===== config.mk =====
export PLATFORM = sky130hd
export DESIGN_NAME = mvf_block_scheduler
export DESIGN_NICKNAME = d
export VERILOG_FILES = /design/src/rtl/mvf_block_scheduler.sv
export SDC_FILE = /design/constraint.sdc
export NUM_CORES = 1
export LEC_CHECK = 0
export CAP_MARGIN = 20
export CORE_ASPECT_RATIO = 0.5
export CORE_UTILIZATION = 45
export CTS_BUF_LIST = sky130_fd_sc_hd__clkbuf_2 sky130_fd_sc_hd__clkbuf_4 sky130_fd_sc_hd__clkbuf_8
export DETAILED_ROUTE_END_ITERATION = 8
export PLACE_DENSITY_LB_ADDON = 0.3
export SLEW_MARGIN = 20
export SYNTH_ARGS = -nofsm -noshare
export SYNTH_HDL_FRONTEND = slang
export SYNTH_SLANG_ARGS = --single-unit

===== constraint.sdc =====
create_clock -name CLK -period 5.7 [get_ports CLK]
set_input_delay 1.14 -clock CLK [delete_from_list [all_inputs] [get_ports CLK]]
set_output_delay 1.14 -clock CLK [all_outputs]
set_load 0.05 [all_outputs]

===== src/rtl/mvf_block_scheduler.sv =====
// Raster-order block scheduler for the motion-vector-field path: requests one block at a time and writes each returned vector to the MVF store.
// Optional MVF_TIMEOUT_EN: bounds the wait for a vector and substitutes a zero vector on expiry.
module mvf_block_scheduler #(
    parameter int DIM_W   = 8,
    parameter int MV_W    = 8,
    parameter int TIMEOUT = 255
) (
    input  logic                 CLK,
    input  logic                 reset,
    input  logic                 enable,
    input  logic                 start,
    input  logic [DIM_W-1:0]     height,
    input  logic [DIM_W-1:0]     width,
    input  logic                 Vector_sig,
    input  logic [MV_W-1:0]      mv_x,
    input  logic [MV_W-1:0]      mv_y,
    input  logic                 wr_ready,
    output logic                 Nxt_block_sig,
    output logic [DIM_W-1:0]     addr_x,
    output logic [DIM_W-1:0]     addr_y,
    output logic                 mvf_wr_en,
    output logic [2*DIM_W-1:0]   mvf_wr_addr,
    output logic [2*MV_W-1:0]    mvf_wr_data,
    output logic                 busy,
    output logic                 MVF_complete_sig,
    output logic                 timeout_flag
);

    typedef enum logic [2:0] {IDLE, REQ, WAIT_MV, WRITE, DONE} state_t;

    state_t               state_q, state_d;
    logic [DIM_W-1:0]     height_q, height_d;
    logic [DIM_W-1:0]     width_q, width_d;
    logic [DIM_W-1:0]     addr_x_q, addr_x_d;
    logic [DIM_W-1:0]     addr_y_q, addr_y_d;
    logic [2*DIM_W-1:0]   wr_addr_q, wr_addr_d;
    logic [2*MV_W-1:0]    mv_q, mv_d;
    logic                 timeout_q, timeout_d;
    logic                 mv_timeout;
    logic                 last_col;
    logic                 last_blk;

`ifdef MVF_TIMEOUT_EN
    localparam int CNT_W = $clog2(TIMEOUT + 1);

    logic [CNT_W-1:0] cnt_q, cnt_d;
    logic             cnt_hit;

    // Counter value after this cycle's increment; expiry lands the FSM in WRITE TIMEOUT+1 cycles after REQ.
    always_comb begin
        cnt_d   = cnt_q;
        cnt_hit = 1'b0;
        if (enable) begin
            if (state_q == REQ) begin
                cnt_d = '0;
            end else if (state_q == WAIT_MV) begin
                cnt_d   = cnt_q + CNT_W'(1);
                cnt_hit = (cnt_d == CNT_W'(TIMEOUT));
            end
        end
    end

    always_ff @(posedge CLK or posedge reset) begin
        if (reset) begin
            cnt_q <= '0;
        end else begin
            cnt_q <= cnt_d;
        end
    end

    assign mv_timeout = cnt_hit & ~Vector_sig;
`else
    assign mv_timeout = 1'b0;
`endif

    assign last_col = (addr_x_q == width_q - DIM_W'(1));
    assign last_blk = last_col && (addr_y_q == height_q - DIM_W'(1));

    always_comb begin
        state_d   = state_q;
        height_d  = height_q;
        width_d   = width_q;
        addr_x_d  = addr_x_q;
        addr_y_d  = addr_y_q;
        wr_addr_d = wr_addr_q;
        mv_d      = mv_q;
        timeout_d = timeout_q;
        if (enable) begin
            case (state_q)
                IDLE, DONE: begin
                    if (start) begin
                        height_d  = height;
                        width_d   = width;
                        addr_x_d  = '0;
                        addr_y_d  = '0;
                        wr_addr_d = '0;
                        timeout_d = 1'b0;
                        state_d   = (height == '0 || width == '0) ? DONE : REQ;
                    end
                end
                REQ: state_d = WAIT_MV;
                WAIT_MV: begin
                    if (Vector_sig) begin
                        mv_d    = {mv_y, mv_x};
                        state_d = WRITE;
                    end else if (mv_timeout) begin
                        mv_d      = '0;
                        timeout_d = 1'b1;
                        state_d   = WRITE;
                    end
                end
                WRITE: begin
                    if (wr_ready) begin
                        // Linear index tracks raster order, so a running count replaces y*width+x.
                        wr_addr_d = wr_addr_q + (2*DIM_W)'(1);
                        if (last_col) begin
                            addr_x_d = '0;
                            addr_y_d = addr_y_q + DIM_W'(1);
                        end else begin
                            addr_x_d = addr_x_q + DIM_W'(1);
                        end
                        state_d = last_blk ? DONE : REQ;
                    end
                end
                default: state_d = IDLE;
            endcase
        end
    end

    always_ff @(posedge CLK or posedge reset) begin
        if (reset) begin
            state_q   <= IDLE;
            height_q  <= '0;
            width_q   <= '0;
            addr_x_q  <= '0;
            addr_y_q  <= '0;
            wr_addr_q <= '0;
            mv_q      <= '0;
            timeout_q <= 1'b0;
        end else begin
            state_q   <= state_d;
            height_q  <= height_d;
            width_q   <= width_d;
            addr_x_q  <= addr_x_d;
            addr_y_q  <= addr_y_d;
            wr_addr_q <= wr_addr_d;
            mv_q      <= mv_d;
            timeout_q <= timeout_d;
        end
    end

    assign Nxt_block_sig    = enable && (state_q == REQ);
    assign mvf_wr_en        = (state_q == WRITE);
    assign busy             = (state_q == REQ) || (state_q == WAIT_MV) || (state_q == WRITE);
    assign MVF_complete_sig = (state_q == DONE);
    assign addr_x           = addr_x_q;
    assign addr_y           = addr_y_q;
    assign mvf_wr_addr      = wr_addr_q;
    assign mvf_wr_data      = mv_q;
    assign timeout_flag     = timeout_q;

endmodule


-- After elaboration in Yosys (flattened, before gate mapping)
Index checks and enable logic that the tools add are counted.
Widths: inputs -> output; s select.
- input port bits: 38
- flip-flop bits (word level): 67
- word-level logic and storage cells: 53
- output and inout port bits: 53
- reduce and logical (&&, ||, !) cells: 15
- muxes and demuxes: 16
- equal/unequal tests: 10
- $add $sub $neg: 5
- operators with widths (kind ; number):
    $mux 8 ; 5
    $mux 16 ; 2
    $pmux 16 s2 ; 1
    $pmux 8 s2 ; 2
    $add 16x1->16 const B ; 1
    $add 8x1->8 const B ; 2
    $eq 8x8->1 ; 2
    $logic_not 8->1 ; 2
    $sub 8x1->8 const B ; 2
    $mux 3 ; 5
    $pmux 3 s4 ; 1
    $reduce_and 4->1 ; 2
    $eq 3x2->1 const B ; 2
    $ne 2x2->1 const B ; 3
    $reduce_and 3->1 ; 2
    $reduce_and 5->1 ; 1
    $eq 3x1->1 const B ; 1
    $eq 3x3->1 const B ; 1
    $logic_not 3->1 ; 1
    $logic_or 1x1->1 ; 3
    $logic_and 1x1->1 ; 2
    $ne 2x1->1 const B ; 1
    $reduce_bool 2->1 ; 1
    $reduce_or 2->1 ; 1

-- Longest topological paths before layout
Gate-level depths: netlist (run 1).
- depth in word-level cells: 6
- mapped depth: 10
- mapped depth without buffers: 8

-- Worst setup path before layout (run 1)
OpenSTA, ideal clock, no wires.
- kind: input port to output port
- start point: input port enable
- end point: output port Nxt_block_sig
- required time: 4.560 ns
- arrival time: 2.729 ns
- stages on the path: 1
- setup slack: 1.831 ns
- buffers on the path: 0
- cells stage by stage: nor4b_1
- longest elaborated chain between the ends: 1
- RTL lines (what ; RTL line ; source):
    start, declared ; 10 ; input logic enable,
    $logic_and 1x1->1 ; 152 ; assign Nxt_block_sig = enable && (state_q == REQ);
    end, declared ; 18 ; output logic Nxt_block_sig,
No other way between the ends.

-- Worst setup path after layout (run 1)
Same ends and word-level chain as after synthesis.

==> results of run 1 <==
flip-flops by register name, indices dropped and copies added (netlist names):
| name | cells |
|---|---|
| addr_x | 8 |
| mvf_wr_addr | 16 |
| state_q | 3 |
| width_q | 8 |
| addr_y | 8 |
| height_q | 8 |
| mvf_wr_data | 16 |
cells in the mapped netlist, drive strengths merged (2+ instances only):
master,n
a211o,2
nor3,12
nand4,8
nor2,28
or4,7
nand3b,2
clkbuf,11
nor4,6
buf,3
inv,14
xnor2,15
o211ai,4
nand3,16
o211a,2
nand2,28
xor2,19
dfrtp,67
or3,2
nor2b,3
nand2b,2
o21ai,17
nor4b,2
a21oi,11
nor3b,3
ha,5
o32ai,2
mux2,28
and3,5
o31ai,5
power by group through the flow:
stage | logic [mW] | registers [mW] | clock network (mW)
global route | 1.16 | 0.815 | 0.473
CTS | 1.08 | 0.791 | 0.450
global placement | 1.04 | 0.782 | 0
detailed placement | 1.08 | 0.798 | 0
finish | 1.08 | 0.791 | 0.438
floorplan | 0.501 | 1.03 | 0
through the flow:
step | total power, mW | area (um^2) | setup slack, ns
detailed placement | 1.88 | 4450 | 1.68
finish | 2.31 | 4670 | 1.69
global placement | 1.83 | 4450 | 1.74
global route | 2.45 | 4670 | 1.62
floorplan | 1.53 | 3460 | 1.83
CTS | 2.33 | 4670 | 1.66
final timing paths:
kind                                 from             end  depth (start not counted)
setup / recovery                   enable   Nxt_block_sig                          3
hold / removal             mvf_wr_data[2]  mvf_wr_data[2]                          1
setup reg to reg               width_q[0]       addr_y[1]                          8
hold reg to reg            mvf_wr_data[2]  mvf_wr_data[2]                          1
max in group asynchronous           reset       addr_y[6]                          3
min in group asynchronous           reset  mvf_wr_data[7]                          3
critical path, cell delays in order:
cell	delay (ns)
clkdlybuf4s50_1	0.52
nor4b_1	0.31
clkdlybuf4s50_1	0.89
area by class of cell:
type,instances,area share [%]
tap,96,2.57
sequential,67,35.9
inverter,14,1.13
timing repair buffer,93,19.7
clock inverter,2,1.29
multi-input combinational,248,36.0
clock buffer,12,3.40
layer usage:
metal,vias up,global-route usage [%],part of all wire [%]
met5,-,0,0
met4,0,7.53,0.71
met3,6,8.96,7.6
met2,103,39.1,50
met1,1416,26.0,41
li1,1392,-,-
cells by family (layout without fill, tap and decap cells):
group	Yosys count	count (layout)
compound gates	50	50
xor+xnor	34	34
fa+ha+maj	5	5
buf+inv	28	121
flops	67	67
mux	29	29
other cells	1	1
simple gates	129	129
==> results.sh, run 1 <==
export IMPL_status="completed"
export IMPL_portBuffers=89
export IMPL_grt_usage_pct=22.7
export IMPL_synth_area_leader_cell="dfrtp_1"
export IMPL_antenna_left=0
export IMPL_die_w_um=126
export IMPL_vias=2917
export IMPL_synth_compound_area_share_pct=9.18
export IMPL_finalNonFillerCells=532
export IMPL_crit_type="input port to primary output"
export IMPL_rsz0062_at_grt="false"
export IMPL_drc=0
export IMPL_fin_util_pct=63.3
export IMPL_synth_area_leaders="dfrtp_1 48%, mux2_2 9.1%, xor2_1 4.8%"
export IMPL_p_leak_nw=1.96
export IMPL_ys_ff_latch=67
export IMPL_die_y_um=64.0
export IMPL_cts_setup_buffers=0
export IMPL_start_kind="input port"
export IMPL_cts_hold_buffers=0
export IMPL_grt_max_degree=68
export IMPL_synth_top_family_by_area="simple AND/OR/NAND/NOR gates"
export IMPL_core_um2=7380
export IMPL_ys_warn_count=0
export IMPL_cts_root_buf="clkbuf_8"
export IMPL_grt_pass1_vias=2963
export IMPL_post_route_period_util_pct=70.4
export IMPL_synth_top_area_share_pct=48.4
export IMPL_yosys_area_share_xor_xnor_pct=8.60
export IMPL_cts_sinks=67
export IMPL_post_route_min_period_ns=4.01
export IMPL_hold_class="register to register"
export IMPL_syn_mean_instance_area_um2=10.1
export IMPL_antenna_found_initial=0
export IMPL_viasPerCell=5.48
export IMPL_area_growth_pct=34.8
export IMPL_syn_nets=386
export IMPL_p_sw_share_pct=42.5
export IMPL_drt_iter0_drc=223
export IMPL_finalSetupTns_ns=0
export IMPL_cts_resized=0
export IMPL_layout_commonest_cell="clkdlybuf4s50_1"
export IMPL_diodes=0
export IMPL_cp_data_arrival_time_ns=2.87
export IMPL_grt_pass1_wl_um=14100
export IMPL_boundaryPins=91
export IMPL_timing_fmax_mhz=249
export IMPL_num_rows=22
export IMPL_holdWs_ns=0.507
export IMPL_clock_power_share_pct=19.0
export IMPL_wl_um=8350
export IMPL_die_area_um2=8070
export IMPL_insertion_delay_ns=0.34
export IMPL_clockBufferDepth=2
export IMPL_postSynthCellCount=343
export IMPL_numCtsBuffers=9
export IMPL_hpwl_um=6100
export IMPL_clock_skew_ns=0.00534
export IMPL_slew_violations=0
export IMPL_synth_simple_area_share_pct=19.3
export IMPL_reg2reg_slack_ns=2.83
export IMPL_vdd_drop_max_mv=0.328
export IMPL_required_ns=4.56
export IMPL_async_reset_ff_share_pct=100
export IMPL_ys_seq_area_share_pct=48.4
export IMPL_fill_cells=613
export IMPL_dp_cells=518
export IMPL_synth_edf_count=0
export IMPL_tritoncts="yes"
export IMPL_p_sw_uw=982
export IMPL_setup_viol=0
export IMPL_intPower_mw=1.33
export IMPL_ys_flop_type="dfrtp_1"
export IMPL_regArea_um2=1680
export IMPL_drt_pass1_iter_count=4
export IMPL_htree_levels=3
export IMPL_multi_input_area_um2=1680
export IMPL_ys_types=47
export IMPL_worstSetupEndpointType="primary output"
export IMPL_cap_violations=0
export IMPL_nets=476
export IMPL_start_util_pct=46.9
export IMPL_relSlewSlack_pct=30.0
export IMPL_synthMuxAreaShare_pct=9.39
export IMPL_power_frac_seq_pct=34.2
export IMPL_grt_overflow=0
export IMPL_wl_per_cell_um=15.7
export IMPL_cts_clk_slew_worst_paths_ns=0.07
export IMPL_gp_congestion=0.820
export IMPL_worstPathMaxFanout=4
export IMPL_synthAdderAreaFrac_pct=1.81
export IMPL_hold_viol=0
export IMPL_syn_area_um2=3460
export IMPL_drive_gt1_share_pct=11.7
export IMPL_combPwrFrac_pct=46.8
export IMPL_layout_common_cells="89 x clkdlybuf4s50_1, 67 x dfrtp_1, 28 x nand2_1, 28 x mux2_2, 27 x nor2_1"
export IMPL_tightest_slew_ns=1.05
export IMPL_cellPowerDensity_nw_per_um2=495
Power figures use the tool's default switching activity.
==> run 2: changes to the inputs <==
==> constraint.sdc (replaced) <==
create_clock -name CLK -period 3.4 [get_ports CLK]
set_input_delay 0.68 -clock CLK [delete_from_list [all_inputs] [get_ports CLK]]
set_output_delay 0.68 -clock CLK [all_outputs]
set_load 0.05 [all_outputs]
==> results.sh, run 2 (synthesis gave the netlist of run 1 again) <==
export IMPL_min_from="mvf_wr_data[0]"
export IMPL_wl_per_cell_um=15.5
export IMPL_r2r_start="width_q[0]"
export IMPL_timing_fmax_mhz=328
export IMPL_tritoncts="yes"
export IMPL_worstSetupEndpointType="primary output"
export IMPL_clock_skew_ns=0.00575
export IMPL_htree_levels=3
export IMPL_viasPerCell=5.53
export IMPL_drt_iter0_drc=151
export IMPL_antenna_left=0
export IMPL_status="completed"
export IMPL_tightest_slew_ns=0.585
export IMPL_intPower_mw=2.17
export IMPL_cp_slowest_stage_delay_ns=0.88
export IMPL_wl_um=8300
export IMPL_post_route_min_period_ns=3.05
export IMPL_combPwrFrac_pct=47.6
export IMPL_required_ns=2.72
export IMPL_layout_commonest_cell="clkdlybuf4s50_1"
export IMPL_hpwl_um=6050
export IMPL_numCtsBuffers=9
export IMPL_die_y_um=64.0
export IMPL_grt_pass1_wl_um=13900
export IMPL_path_cells="nor2b_1, nand2_1, inv_1, clkdlybuf4s50_1"
export IMPL_cap_violations=0
export IMPL_finalNonFillerCells=537
export IMPL_cts_hold_buffers=0
export IMPL_insertion_delay_ns=0.34
export IMPL_hold_class="register to register"
export IMPL_crit_buf_inv=2
export IMPL_grt_pass1_vias=3018
export IMPL_start_util_pct=46.9
export IMPL_diodes=0
export IMPL_cp_top_family="buffers and inverters"
export IMPL_layout_common_cells="88 x clkdlybuf4s50_1, 67 x dfrtp_1, 28 x nand2_1, 28 x mux2_2, 27 x nor2_1"
export IMPL_gp_congestion=0.840
export IMPL_core_um2=7380
export IMPL_antenna_found_initial=0
export IMPL_relSlewSlack_pct=61.0
export IMPL_crit_type="register to primary output"
export IMPL_fin_util_pct=63.4
export IMPL_whs_path_depth=1
export IMPL_grt_overflow=0
export IMPL_portBuffers=89
export IMPL_rsz0062_at_grt="false"
export IMPL_drt_pass1_iter_count=4
export IMPL_cellPowerDensity_nw_per_um2=825
export IMPL_grt_max_degree=28
export IMPL_min_to="mvf_wr_data[0]"
export IMPL_p_leak_nw=1.97
export IMPL_grt_usage_pct=22.3
export IMPL_reg2reg_slack_ns=0.54
export IMPL_finalSetupTns_ns=0
export IMPL_clockBufferDepth=2
export IMPL_die_area_um2=8070
export IMPL_fill_cells=600
export IMPL_clock_power_share_pct=18.1
export IMPL_cts_root_buf="clkbuf_8"
export IMPL_start_kind="register"
export IMPL_multi_input_area_um2=1680
export IMPL_boundaryPins=91
export IMPL_setup_viol=0
export IMPL_cts_setup_buffers=0
export IMPL_cts_clk_slew_worst_paths_ns=0.07
export IMPL_p_sw_mw=1.68
export IMPL_area_growth_pct=35.2
export IMPL_slew_violations=0
export IMPL_cts_resized=0
export IMPL_vias=2967
export IMPL_r2r_cells=8
export IMPL_p_sw_share_pct=43.7
export IMPL_crit_slowest_cell="clkdlybuf4s50_1"
export IMPL_regArea_um2=1680
export IMPL_die_w_um=126
export IMPL_cts_sinks=67
export IMPL_post_route_period_util_pct=89.7
export IMPL_worstPathMaxFanout=12
export IMPL_cp_data_arrival_time_ns=2.37
export IMPL_drc=0
export IMPL_hold_viol=0
export IMPL_nets=479
export IMPL_r2r_end="state_q[0]"
export IMPL_power_frac_seq_pct=34.4
export IMPL_num_rows=22
export IMPL_vdd_drop_max_mv=0.544
export IMPL_dp_cells=521
export IMPL_cp_num_cells=4
export IMPL_drive_gt1_share_pct=12.9
-- run 2: final cells by class --
| class | count | share of cell area, % |
|---|---|---|
| inverter | 14 | 1.12 |
| multi-input combinational | 248 | 35.8 |
| clock inverter | 4 | 1.02 |
| timing repair buffer | 96 | 20.1 |
| sequential | 67 | 35.8 |
| tap | 96 | 2.57 |
| clock buffer | 12 | 3.53 |
-- run 2: per-stage QoR --
step                      worst slack (ns)  hold slack (ns)  total power [mW]  instance area, um^2
after global routing                 0.197            0.527              4.07                 4680
final                                0.351            0.510              3.86                 4680
after floorplan                      0.451            0.501              2.57                 3460
after detailed placement             0.536            0.496              3.16                 4470
after global placement               0.659            0.491              3.08                 4470
after CTS                            0.333            0.516              3.87                 4680
-- run 2: worst register-to-register path: stages (launching register included) --
cell and delay, ns:
dfrtp_1 0.40, inv_1 0.08, ha_1 0.25, and2b_1 0.19, nor3_1 0.14, a211oi_1 0.06, or4_1 0.81, or4_4 0.64
a21o_1 0.19
-- run 2: worst max path at each step --
stage | from | to | slack, ns
3_5_place_dp | width_q[0] | addr_y[1] | 0.54
6_report | state_q[1] | mvf_wr_en | 0.35
2_1_floorplan | enable | Nxt_block_sig | 0.45
3_3_place_gp | start | width_q[3] | 0.66
5_1_grt | state_q[1] | mvf_wr_en | 0.20
4_1_cts | state_q[1] | mvf_wr_en | 0.33
-- run 2: power by group through the flow --
stage	sequential (mW)	clock (mW)	combinational, mW
after floorplan	1.73	0	0.839
after global placement	1.31	0	1.77
after detailed placement	1.33	0	1.83
after CTS	1.32	0.717	1.84
after global routing	1.36	0.751	1.96
final	1.33	0.697	1.84
-- run 2: layer usage --
| metal | wire length [um] | part of all wire (%) | vias to the layer above | global-route usage (%) |
|---|---|---|---|---|
| li1 | - | - | 1405 | - |
| met1 | 3680 | 44 | 1456 | 26.9 |
| met2 | 3990 | 48 | 94 | 37.8 |
| met3 | 523 | 6.3 | 12 | 7.37 |
| met4 | 109 | 1.3 | 0 | 7.68 |
| met5 | 0 | 0 | - | 0 |
